### config.mk
export PLATFORM = sky130hd
export DESIGN_NAME = if_stage
export DESIGN_NICKNAME = d
export VERILOG_FILES = /design/src/rtl/pipe_pkg.sv /design/src/rtl/if_jdec.sv /design/src/rtl/if_stage.sv
export SDC_FILE = /design/constraint.sdc
export NUM_CORES = 1
export LEC_CHECK = 0
export CORE_ASPECT_RATIO = 1.75
export CORE_MARGIN = 3
export CORE_UTILIZATION = 46
export CTS_CLUSTER_SIZE = 10
export DETAILED_ROUTE_END_ITERATION = 12
export PLACE_DENSITY_LB_ADDON = 0.1
export SLEW_MARGIN = 25
export SYNTH_ARGS = -nofsm -noshare
export SYNTH_HDL_FRONTEND = slang
export SYNTH_HIERARCHICAL = 1
export SYNTH_SLANG_ARGS = --single-unit
### constraint.sdc
create_clock -name clk -period 8.41 [get_ports clk]
set_input_delay 2.1025 -clock clk [delete_from_list [all_inputs] [get_ports clk]]
set_output_delay 2.1025 -clock clk [all_outputs]
set_load 0.05 [all_outputs]
### src/rtl/pipe_pkg.sv
// +----------------------------------------------------------------------------+
// | pipe_pkg : opcode and jump-class encodings shared by if_stage and pc unit  |
// | Rev 1.0                                                                    |
// +----------------------------------------------------------------------------+
`default_nettype none

package pipe_pkg;

    localparam logic [5:0] OP_BEQ  = 6'd32;
    localparam logic [5:0] OP_BNE  = 6'd33;
    localparam logic [5:0] OP_BLT  = 6'd34;
    localparam logic [5:0] OP_BLE  = 6'd35;
    localparam logic [5:0] OP_J    = 6'd40;
    localparam logic [5:0] OP_JAL  = 6'd41;
    localparam logic [5:0] OP_JR   = 6'd42;
    localparam logic [5:0] OP_HALT = 6'd63;

    localparam logic [1:0] JON_NONE = 2'b00;
    localparam logic [1:0] JON_JUMP = 2'b01;
    localparam logic [1:0] JON_BR   = 2'b10;

    // Wrong-path slots fetched after a redirect of the given class
    function automatic logic [1:0] squash_len(input logic [1:0] jon);
        case (jon)
            JON_JUMP: squash_len = 2'd1;
            JON_BR:   squash_len = 2'd2;
            default:  squash_len = 2'd0;
        endcase
    endfunction

endpackage

`default_nettype wire

### src/rtl/if_jdec.sv
// +----------------------------------------------------------------------------+
// | if_jdec : combinational opcode -> jump-class decoder                       |
// | Rev 1.0                                                                    |
// +----------------------------------------------------------------------------+
`default_nettype none

module if_jdec
    import pipe_pkg::*;
(
    input  logic [5:0] op,
    output logic [1:0] jon
);

    always_comb begin
        jon = JON_NONE;
        case (op)
            OP_J, OP_JAL:                          jon = JON_JUMP;
            OP_BEQ, OP_BNE, OP_BLT, OP_BLE, OP_JR: jon = JON_BR;
            default:                               jon = JON_NONE;
        endcase
    end

endmodule

`default_nettype wire

### src/rtl/if_stage.sv
// +----------------------------------------------------------------------------+
// | if_stage : instruction fetch and IF/ID register with jump decode and halt  |
// | Optional macro IF_SQUASH_EN: invalidate wrong-path slots after redirects   |
// | Rev 1.0                                                                    |
// +----------------------------------------------------------------------------+
`default_nettype none

module if_stage
    import pipe_pkg::*;
#(
    parameter int          IMEM_AW  = 10,
    parameter logic [31:0] NOP_WORD = 32'h0000_0000
) (
    input  logic               clk,
    input  logic               rst,
    input  logic               stall,
    input  logic [31:0]        pc_in,
    output logic [IMEM_AW-1:0] imem_addr,
    input  logic [31:0]        imem_rdata,
    output logic [31:0]        ir_out,
    output logic [31:0]        pc_id,
    output logic               valid_id,
    output logic [1:0]         jon_d,
    output logic [25:0]        addr_d,
    output logic               halted
);

    logic [31:0] r_pc_f;
    logic        r_fill;
    logic [31:0] r_ir;
    logic [31:0] r_pc_id;
    logic        r_valid;
    logic        r_halted;
    logic [1:0]  r_squash_cnt;

    logic [1:0]  w_jon_raw;
    logic        w_adv;
    logic        w_halt_req;
    logic        w_slot_valid;
    logic        w_unused_pc_hi;

    assign imem_addr      = pc_in[IMEM_AW-1:0];
    assign w_unused_pc_hi = ^pc_in[31:IMEM_AW];

    if_jdec u_jdec (
        .op  (r_ir[31:26]),
        .jon (w_jon_raw)
    );

    assign w_adv        = !stall && !r_halted;
    assign w_halt_req   = r_valid && (r_ir[31:26] == OP_HALT) && !stall && !r_halted;
    assign w_slot_valid = r_fill && (r_squash_cnt == 2'd0);

    // Gating on stall keeps a held redirect from being seen twice by the pc unit
    assign jon_d  = (r_valid && !stall && !r_halted) ? w_jon_raw : JON_NONE;
    assign addr_d = r_ir[25:0];

    always_ff @(posedge clk or posedge rst) begin
        if (rst) begin
            r_pc_f <= 32'd0;
            r_fill <= 1'b0;
        end else if (!stall) begin
            r_pc_f <= pc_in;
            r_fill <= 1'b1;
        end
    end

    // The halt word stays in IF/ID so the frozen state points at it
    always_ff @(posedge clk or posedge rst) begin
        if (rst) begin
            r_ir    <= NOP_WORD;
            r_pc_id <= 32'd0;
            r_valid <= 1'b0;
        end else if (w_adv && !w_halt_req) begin
            r_ir    <= w_slot_valid ? imem_rdata : NOP_WORD;
            r_pc_id <= r_pc_f;
            r_valid <= w_slot_valid;
        end
    end

    always_ff @(posedge clk or posedge rst) begin
        if (rst) begin
            r_halted <= 1'b0;
        end else if (w_halt_req) begin
            r_halted <= 1'b1;
        end
    end

`ifdef IF_SQUASH_EN
    always_ff @(posedge clk or posedge rst) begin
        if (rst) begin
            r_squash_cnt <= 2'd0;
        end else if (w_adv) begin
            if (r_squash_cnt != 2'd0) begin
                r_squash_cnt <= r_squash_cnt - 2'd1;
            end else begin
                r_squash_cnt <= squash_len(jon_d);
            end
        end
    end
`else
    assign r_squash_cnt = 2'd0;
`endif

    assign ir_out   = r_ir;
    assign pc_id    = r_pc_id;
    assign valid_id = r_valid;
    assign halted   = r_halted;

endmodule

`default_nettype wire

Word level (Yosys, flattened, before mapping) --
Cells that the tools add are included.
Storage, ports and cells: output and inout port bits 104, input port bits 67, logic and storage cells 29, register bits after elaboration 99
Operators by class: muxes and demuxes 3, reduce and logical (&&, ||, !) cells 12, equality and inequality tests 8
Operator list (number):
- $eq 6x6->1 const B | 8
- $mux 32 | 1
- $logic_and 1x1->1 | 7
- $reduce_or 5->1 | 1
- $pmux 2 s2 | 1
- $logic_not 1->1 | 3
- $mux 2 | 1
- $reduce_or 2->1 | 1

Depth between registers and ports, before layout --
Gate-level depths: netlist of the first run.
depth in word-level cells 6, mapped depth 6

By module --
The synthesis of the first run kept the hierarchy.
By module, submodules not included:
- if_stage | instances 1, area each 4080.2 um^2, cells each 270
- if_jdec | instances 1, area each 32.5 um^2, cells each 4

Least setup slack after synthesis of the first run --
Ideal clock, no wire load.
path kind in2out, from input port stall, to output port jon_d[0], required time 6.307 ns, path slack 3.298 ns, cell stages on the path 4, arrival time 3.009 ns, path through buf_2 -> nor2_1 -> buf_4 -> and3_1
Between the ends: longest elaborated chain between the ends 4
RTL lines:
- from (decl) | line if_stage.sv:16 | input logic stall,
- $logic_not 1->1
- $logic_and 1x1->1 (2 in a row) | line if_stage.sv:55 | assign jon_d = (r_valid && !stall && !r_halted) ? w_jon_raw : JON_NONE;
- $mux 2 | line if_stage.sv:55
- to (decl) | line if_stage.sv:23 | output logic [1:0] jon_d,
Every way passes these cells.

Worst setup path after layout of the first run --
Ends and elaborated chain as after synthesis.

==> run_results.csv, run 1 <==
group,metric,value,unit
detailed_routing,vias,2638,
cells_and_area,number_of_nets_in_the_finished_design,473,
clocking,tritoncts.num_buffers,9,
global_route,grt_first_pass_wirelength,13920,um
sta,grt_setup_unrepaired,"no",
logic_synthesis,count_of_flip_flops_with_a_built_in_enable_after_synthesis,0,
clocking,cts_post_setup_buffers_inserted,0,
setup_path,arrival_worst_endpoint,4.23,ns
global_route,largest_net_degree_at_the_start_of_global_routing,72,
sta,min_period_over_period,75.26,%
sta,finalSetupViolCount,0,
floorplan,die_h,131.1,um
sta,totalNegativeSetupSlack,0,ns
floorplan,io_pins,171,
cells_and_area,area_delta_synth_final,45.09,%
global_route,initial_antenna_violation_count,0,
logic_synthesis,post_synth_xor_area_fraction,0,%
logic_synthesis,syn_inst,274,
sta,max_clock_freq,0.1580,GHz
clocking,cts_resized,0,
pwr,clock_power_share,28.0,%
detailed_routing,post_drt_wl_per_cell,16.59,um
logic_synthesis,mappedNetlistArea,4113,um^2
setup_path,path_max_fanout,36,
setup_path,crit_family,"buffers and inverters",
detailed_routing,drt_wl_total,8760,um
sta,slew_violations,0,
placement,placedInstanceArea,5638,um^2
job,cap_violations,0,
sta,worst_slew_pin_slew,0.8805,ns
sta,timing_hold_violations_final,0,
clocking,ctsHtreeMaxLevel,3,
logic_synthesis,synth.yosys.seq_area_share,60.24,%
logic_synthesis,synthesis.yosys.warnings,6,
logic_synthesis,postSynthRegisterBits,99,
detailed_routing,postRouteAntennaNets,0,
setup_path,worstPathBufferInverterCount,2,
cells_and_area,final_cell_area,5967,um^2
placement,gp_routability_congestion,0.7432,
sta,post-route-min-period,6.330,ns
floorplan,core-area,8671,um^2
floorplan,initial_utilization,47.43,%
floorplan,die_width,77.48,um
clocking,total_number_of_clock_tree_sinks,99,
clocking,hold_buffer_count_at_cts,0,
sta,skew,0.003044,ns
detailed_routing,first_iter_violations,124,
logic_synthesis,synth_compound_area_share,7.119,%
logic_synthesis,yosys-mux-area-fraction,20.26,%
clocking,clock_tree.root_cell,"sky130_fd_sc_hd__clkbuf_16",
pwr,power.net_switching,535.3,uW
logic_synthesis,synth-simple-area-share,3.347,%
pwr,pwr-share-comb,34.5,%
logic_synthesis,yosys.area_share.adder,0,%
clocking,worst_skew_pair.late_latency,0.33,ns
setup_path,required,6.31,ns
worst_hold_path,min_delay_path_class,"reg2reg",
logic_synthesis,async_flop_share,100.0,%
logic_synthesis,synth.avg_cell_area,15.01,um^2
global_route,number_of_global_route_vias_before_repair,2787,
setup_path,cpMaxStageDelayCell,"sky130_fd_sc_hd__clkdlybuf4s50_1",
floorplan,floorplan.rows,45,
placement,io_buffers,170,
detailed_routing,drc_errors,0,
pwr,power.share.sequential,37.5,%
pwr,vdd_drop_max,0.0001685,V
logic_synthesis,ys_dominant_reg_cell,"sky130_fd_sc_hd__dfrtp_1",
logic_synthesis,main_combinational_cell_family_by_area_after_synthesis,"multiplexers",
detailed_routing,drt-pass1-iter-count,4,
setup_path,critical_path_class,"in2out",
clocking,clk_pin_slew,0.06,ns
cells_and_area,num-fill-cells,649,
floorplan,design.die.area,10160,um^2
pwr,power.density,262.2,nW/um^2
global_route,global_route.overflow_total,0,
setup_path,critical_path.cell_chain,"buf_2, nor2_1, and3_1, clkdlybuf4s50_1",
clocking,max-clock-path-buffers,2,
sta,timing.slew.headroom,41.30,%
setup_path,worst_path_largest_cell_delay,0.80,ns
logic_synthesis,synth_fp_nets,341,
setup_path,sort_of_element_at_the_start_of_the_critical_path,"primary input",
pwr,sw_frac_of_total,34.21,%
detailed_routing,vias_per_cell,4.996,
global_route,grt_usage,17.76,%
run_status,status,"completed",
cells_and_area,drive_gt1_share,21.90,%
pwr,static-leakage-power,2.568,nW
pwr,power.internal,1.029,mW
placement,place_hpwl,6213,um
setup_path,timing.critical_path.to_type,"output pin",
clocking,tritoncts_clock_tree,"built",
logic_synthesis,ys_types,26,
cells_and_area,antennaDiodeCount,0,
[layer usage]
metal | GRT usage [%] | vias up | share of wire, %
li1 | - | 1200 | -
met2 | 30.21 | 113 | 51
met3 | 5.951 | 12 | 7.2
met1 | 20.49 | 1313 | 39
met4 | 7.652 | 0 | 1.8
met5 | 0 | - | 0
[sequential cells by signal (all words and copies together), names as in the netlist]
name	flops
ir_out	32
pc_id	32
r_pc_f	32
halted	1
r_fill	1
valid_id	1
[power by group through the flow]
stage	sequential [mW]	combinational, mW	clock [mW]
global placement	0.592	0.539	0
global route	0.596	0.561	0.470
CTS	0.588	0.546	0.451
detailed placement	0.595	0.544	0
finish	0.587	0.540	0.438
floorplan	0.768	0.198	0
[worst paths after layout]
check | start | endpoint | cells past startpoint | slack (ns)
min in group asynchronous | rst | r_pc_f[2] | 2 | 2.10
worst max-delay path | stall | jon_d[0] | 4 | 2.08
worst min register to register | r_pc_f[7] | pc_id[7] | 1 | 0.50
max in group asynchronous | rst | r_pc_f[19] | 3 | 5.11
worst min-delay path | r_pc_f[7] | pc_id[7] | 1 | 0.50
worst max register to register | halted | pc_id[26] | 3 | 6.29
[cells in the mapped netlist, types with 2 or more instances]
cell,instances,area [um^2]
sky130_fd_sc_hd__nand3_1,8,40.04
sky130_fd_sc_hd__buf_4,37,277.8
sky130_fd_sc_hd__a22o_1,28,245.2
sky130_fd_sc_hd__mux2_2,34,382.9
sky130_fd_sc_hd__dfrtp_1,99,2477
sky130_fd_sc_hd__nand2_1,6,22.52
sky130_fd_sc_hd__inv_1,2,7.510
sky130_fd_sc_hd__buf_6,3,33.78
sky130_fd_sc_hd__nand2b_1,2,12.51
sky130_fd_sc_hd__buf_2,9,45.04
sky130_fd_sc_hd__mux2_4,30,450.4
sky130_fd_sc_hd__and3_1,2,12.51
[stage by stage]
step                cells  worst slack, ns  utilization, %  power (mW)  hold slack [ns]
floorplan             274            3.298               -      0.9658           0.4749
global placement      511            2.123           64.76       1.131           0.4829
detailed placement    512            2.073           65.02       1.139           0.4877
CTS                   528            2.071           68.80       1.585           0.5018
global route          528            1.886           68.82       1.627           0.5163
finish                528            2.080           68.82       1.565           0.5015
[layout by cell type, fill, tap and decap left out]
cell type | synthesis | final
sky130_fd_sc_hd__nor3b_2 | 1 | 1
sky130_fd_sc_hd__o31ai_4 | 0 | 1
sky130_fd_sc_hd__clkinv_2 | 0 | 3
sky130_fd_sc_hd__nand2_1 | 6 | 6
sky130_fd_sc_hd__nor2_1 | 1 | 1
sky130_fd_sc_hd__o311a_2 | 0 | 1
sky130_fd_sc_hd__and3_1 | 2 | 2
sky130_fd_sc_hd__mux2_2 | 34 | 34
sky130_fd_sc_hd__clkbuf_16 | 0 | 9
sky130_fd_sc_hd__or3_1 | 1 | 1
sky130_fd_sc_hd__o211ai_1 | 1 | 1
sky130_fd_sc_hd__bufinv_16 | 0 | 2
sky130_fd_sc_hd__buf_4 | 37 | 1
sky130_fd_sc_hd__or2_2 | 1 | 1
sky130_fd_sc_hd__o31a_4 | 0 | 1
sky130_fd_sc_hd__nand3_1 | 8 | 8
sky130_fd_sc_hd__dfrtp_1 | 99 | 99
sky130_fd_sc_hd__buf_2 | 9 | 1
sky130_fd_sc_hd__mux2_4 | 30 | 30
sky130_fd_sc_hd__clkdlybuf4s50_1 | 0 | 169
sky130_fd_sc_hd__o21bai_1 | 1 | 1
sky130_fd_sc_hd__or3b_1 | 1 | 1
sky130_fd_sc_hd__nand4_2 | 1 | 1
sky130_fd_sc_hd__buf_8 | 0 | 1
sky130_fd_sc_hd__a22o_1 | 28 | 28
sky130_fd_sc_hd__inv_4 | 0 | 1
sky130_fd_sc_hd__clkbuf_8 | 0 | 2
sky130_fd_sc_hd__nand2b_1 | 2 | 2
sky130_fd_sc_hd__a21oi_1 | 1 | 1
sky130_fd_sc_hd__inv_1 | 2 | 1
[layout make-up]
cell class	instances	area, um^2	area share (%)
multi-input combinational	122	1286	21.56
inverter	2	10.01	0.1678
sequential	99	2477	41.52
clock buffer	11	252.7	4.236
timing repair buffer	172	1719	28.81
tap	117	146.4	2.453
clock inverter	5	75.07	1.258
[cell families (layout without fill, tap and decap cells)]
family                 after synthesis  in the layout
AO/OA/AOI/OAI                       34             34
buffers and inverters               53            190
flip-flops                          99             99
multiplexers                        64             64
AND/OR/NAND/NOR                     24             24
[worst reg2reg max path: cells and delay by family (launching register included)]
kind	cells	cell delay, ns
AND/OR/NAND/NOR	1	0.58
flip-flops	1	0.40
multiplexers	1	0.37
AO/OA/AOI/OAI	1	0.65
Note: power is estimated with default switching activity, not from simulation.
==> run 2: changes to the inputs <==
--- a/config.mk
+++ b/config.mk
@@ -7,7 +7,7 @@
 export LEC_CHECK = 0
 export CORE_ASPECT_RATIO = 1.75
 export CORE_MARGIN = 3
-export CORE_UTILIZATION = 46
+export CORE_UTILIZATION = 39
 export CTS_CLUSTER_SIZE = 10
 export DETAILED_ROUTE_END_ITERATION = 12
 export PLACE_DENSITY_LB_ADDON = 0.1
==> constraint.sdc (replaced) <==
create_clock -name clk -period 5.55 [get_ports clk]
set_input_delay 1.3875 -clock clk [delete_from_list [all_inputs] [get_ports clk]]
set_output_delay 1.3875 -clock clk [all_outputs]
set_load 0.05 [all_outputs]
==> run 2 against run 1 <==
Die area up 17%. Critical path depth up 1. Wire length up 7.1%. Global-route usage down 1.6 points. Sequential power up 51%. Final cell count up 2.3%. Clock power up 41%. Design area down 0.17%. Setup slack worse by 0.68 ns. Non-clock buffer count up 3. Sequential share of layout area up 0.070 points.
==> run_results.csv, run 2 (synthesis results as in run 1) <==
group,metric,value,unit
run_status,status,"completed",
detailed_routing,post_drt_wl_per_cell,17.38,um
sta,timing.slew.headroom,42.48,%
sta,post-route-min-period,4.148,ns
placement,gp_routability_congestion,0.7414,
pwr,power.density,390.7,nW/um^2
sta,max_clock_freq,0.2411,GHz
pwr,p_total,2.327,mW
setup_path,path_max_fanout,11,
worst_hold_path,min_delay_path_class,"reg2reg",
sta,min_period_over_period,74.74,%
clocking,cts_resized,0,
pwr,vdd_drop_max,0.0001858,V
sta,worst_slew_pin_slew,0.8628,ns
setup_path,critical_path_class,"in2out",
setup_path,timing.critical_path.to_type,"output pin",
setup_path,worst_path_largest_cell_delay,0.81,ns
global_route,grt_first_pass_wirelength,15150,um
floorplan,initial_utilization,39.93,%
placement,io_buffers,170,
floorplan,die_width,83.63,um
cells_and_area,antennaDiodeCount,0,
clocking,clk_pin_slew,0.06,ns
setup_path,sort_of_element_at_the_start_of_the_critical_path,"primary input",
sta,skew,0.007485,ns
global_route,global_route.overflow_total,0,
clocking,hold_buffer_count_at_cts,0,
cells_and_area,final_common_cell,"sky130_fd_sc_hd__clkdlybuf4s50_1",
clocking,max-clock-path-buffers,2,
clocking,worst_skew_pair.late_latency,0.34,ns
floorplan,design.die.area,11860,um^2
cells_and_area,layout_common_cells,"169 x sky130_fd_sc_hd__clkdlybuf4s50_1, 99 x sky130_fd_sc_hd__dfrtp_1, 34 x sky130_fd_sc_hd__mux2_2, 30 x sky130_fd_sc_hd__mux2_4, 28 x sky130_fd_sc_hd__a22o_1",
clocking,cts_post_setup_buffers_inserted,0,
setup_path,cpMaxStageDelayCell,"sky130_fd_sc_hd__clkdlybuf4s50_1",
sta,slew_violations,0,
setup_path,required,4.16,ns
sta,grt_setup_unrepaired,"no",
clocking,ctsHtreeMaxLevel,3,
cells_and_area,drive_gt1_share,22.03,%
global_route,grt_usage,16.12,%
job,cap_violations,0,
global_route,initial_antenna_violation_count,0,
pwr,static-leakage-power,2.552,nW
global_route,number_of_global_route_vias_before_repair,2850,
cells_and_area,final_core_utilization,57.84,%
sta,timing_hold_violations_final,0,
detailed_routing,drc_errors,0,
global_route,largest_net_degree_at_the_start_of_global_routing,71,
detailed_routing,drt-pass1-iter-count,4,
sta,totalNegativeSetupSlack,0,ns
floorplan,floorplan.rows,49,
floorplan,io_pins,171,
floorplan,core-area,10300,um^2
clocking,tritoncts_clock_tree,"built",
detailed_routing,first_iter_violations,108,
sta,whs,0.5017,ns
detailed_routing,vias,2617,
placement,place_hpwl,6665,um
clocking,clock_tree.root_cell,"sky130_fd_sc_hd__clkbuf_16",
clocking,total_number_of_clock_tree_sinks,99,
sta,finalSetupViolCount,0,
setup_path,arrival_worst_endpoint,2.76,ns
setup_path,critical_path.cell_chain,"buf_2, nor2_1, buf_4, and3_1, clkdlybuf4s50_1",
clocking,tritoncts.num_buffers,9,
cells_and_area,number_of_nets_in_the_finished_design,476,
detailed_routing,vias_per_cell,4.846,
detailed_routing,drt_wl_total,9386,um
detailed_routing,postRouteAntennaNets,0,
floorplan,die_h,141.8,um
cells_and_area,area_delta_synth_final,44.84,%
==> run 2: cell types whose count changed in the layout (fill, tap and decap cells not counted), sizes merged <==
cell / before / now
buf: 3 / 6
bufinv: 2 / 1
clkinv: 3 / 2
clkinvlp: 0 / 1
==> run 2: cell type report <==
type | count | area [um^2]
Fill cell | 853 | 4343
Clock inverter | 4 | 51.30
Sequential cell | 99 | 2477
Multi-Input combinational cell | 122 | 1279
Timing Repair Buffer | 175 | 1738
Clock buffer | 11 | 242.7
Tap cell | 127 | 158.9
Inverter | 2 | 10.01
==> run 2: path summary, 6_finish.rpt <==
| kind | start | end | slack (ns) | cells after the start |
|---|---|---|---|---|
| worst min-delay path | r_pc_f[21] | pc_id[21] | 0.50 | 1 |
| max in group asynchronous | rst | r_pc_f[2] | 3.07 | 3 |
| worst max register to register | halted | pc_id[15] | 3.54 | 5 |
| worst max-delay path | stall | jon_d[1] | 1.40 | 5 |
| worst min register to register | r_pc_f[21] | pc_id[21] | 0.50 | 1 |
| min in group asynchronous | rst | r_pc_f[7] | 1.57 | 2 |
==> run 2: stage by stage <==
step                      setup WS (ns)  std cells  area, um^2
after CTS                         1.389        540        5956
after detailed placement          1.390        525        5662
after global routing              1.310        540        5957
after global placement            1.419        524        5650
final                             1.402        540        5957
after floorplan                   1.572        274        4113
==> run 2: per-layer routing <==
| metal | track usage [%] | share of wire (%) | vias up |
|---|---|---|---|
| met5 | 0 | 0 | - |
| met4 | 5.339 | 1.1 | 0 |
| met3 | 4.300 | 6.0 | 7 |
| met2 | 27.61 | 52 | 102 |
| met1 | 19.67 | 40 | 1309 |
| li1 | - | - | 1199 |
==> run 2: report_power, final <==
part	switching (mW)	internal, mW	leakage (nW)
Sequential	0.0659	0.822	1.18
Clock	0.260	0.359	0.142
Combinational	0.499	0.321	1.23
==> run 2: critical path: cells and delay by family <==
kind                   cells  cell delay (ns)
and+or+nand+nor            2             0.26
buffers and inverters      3             1.11
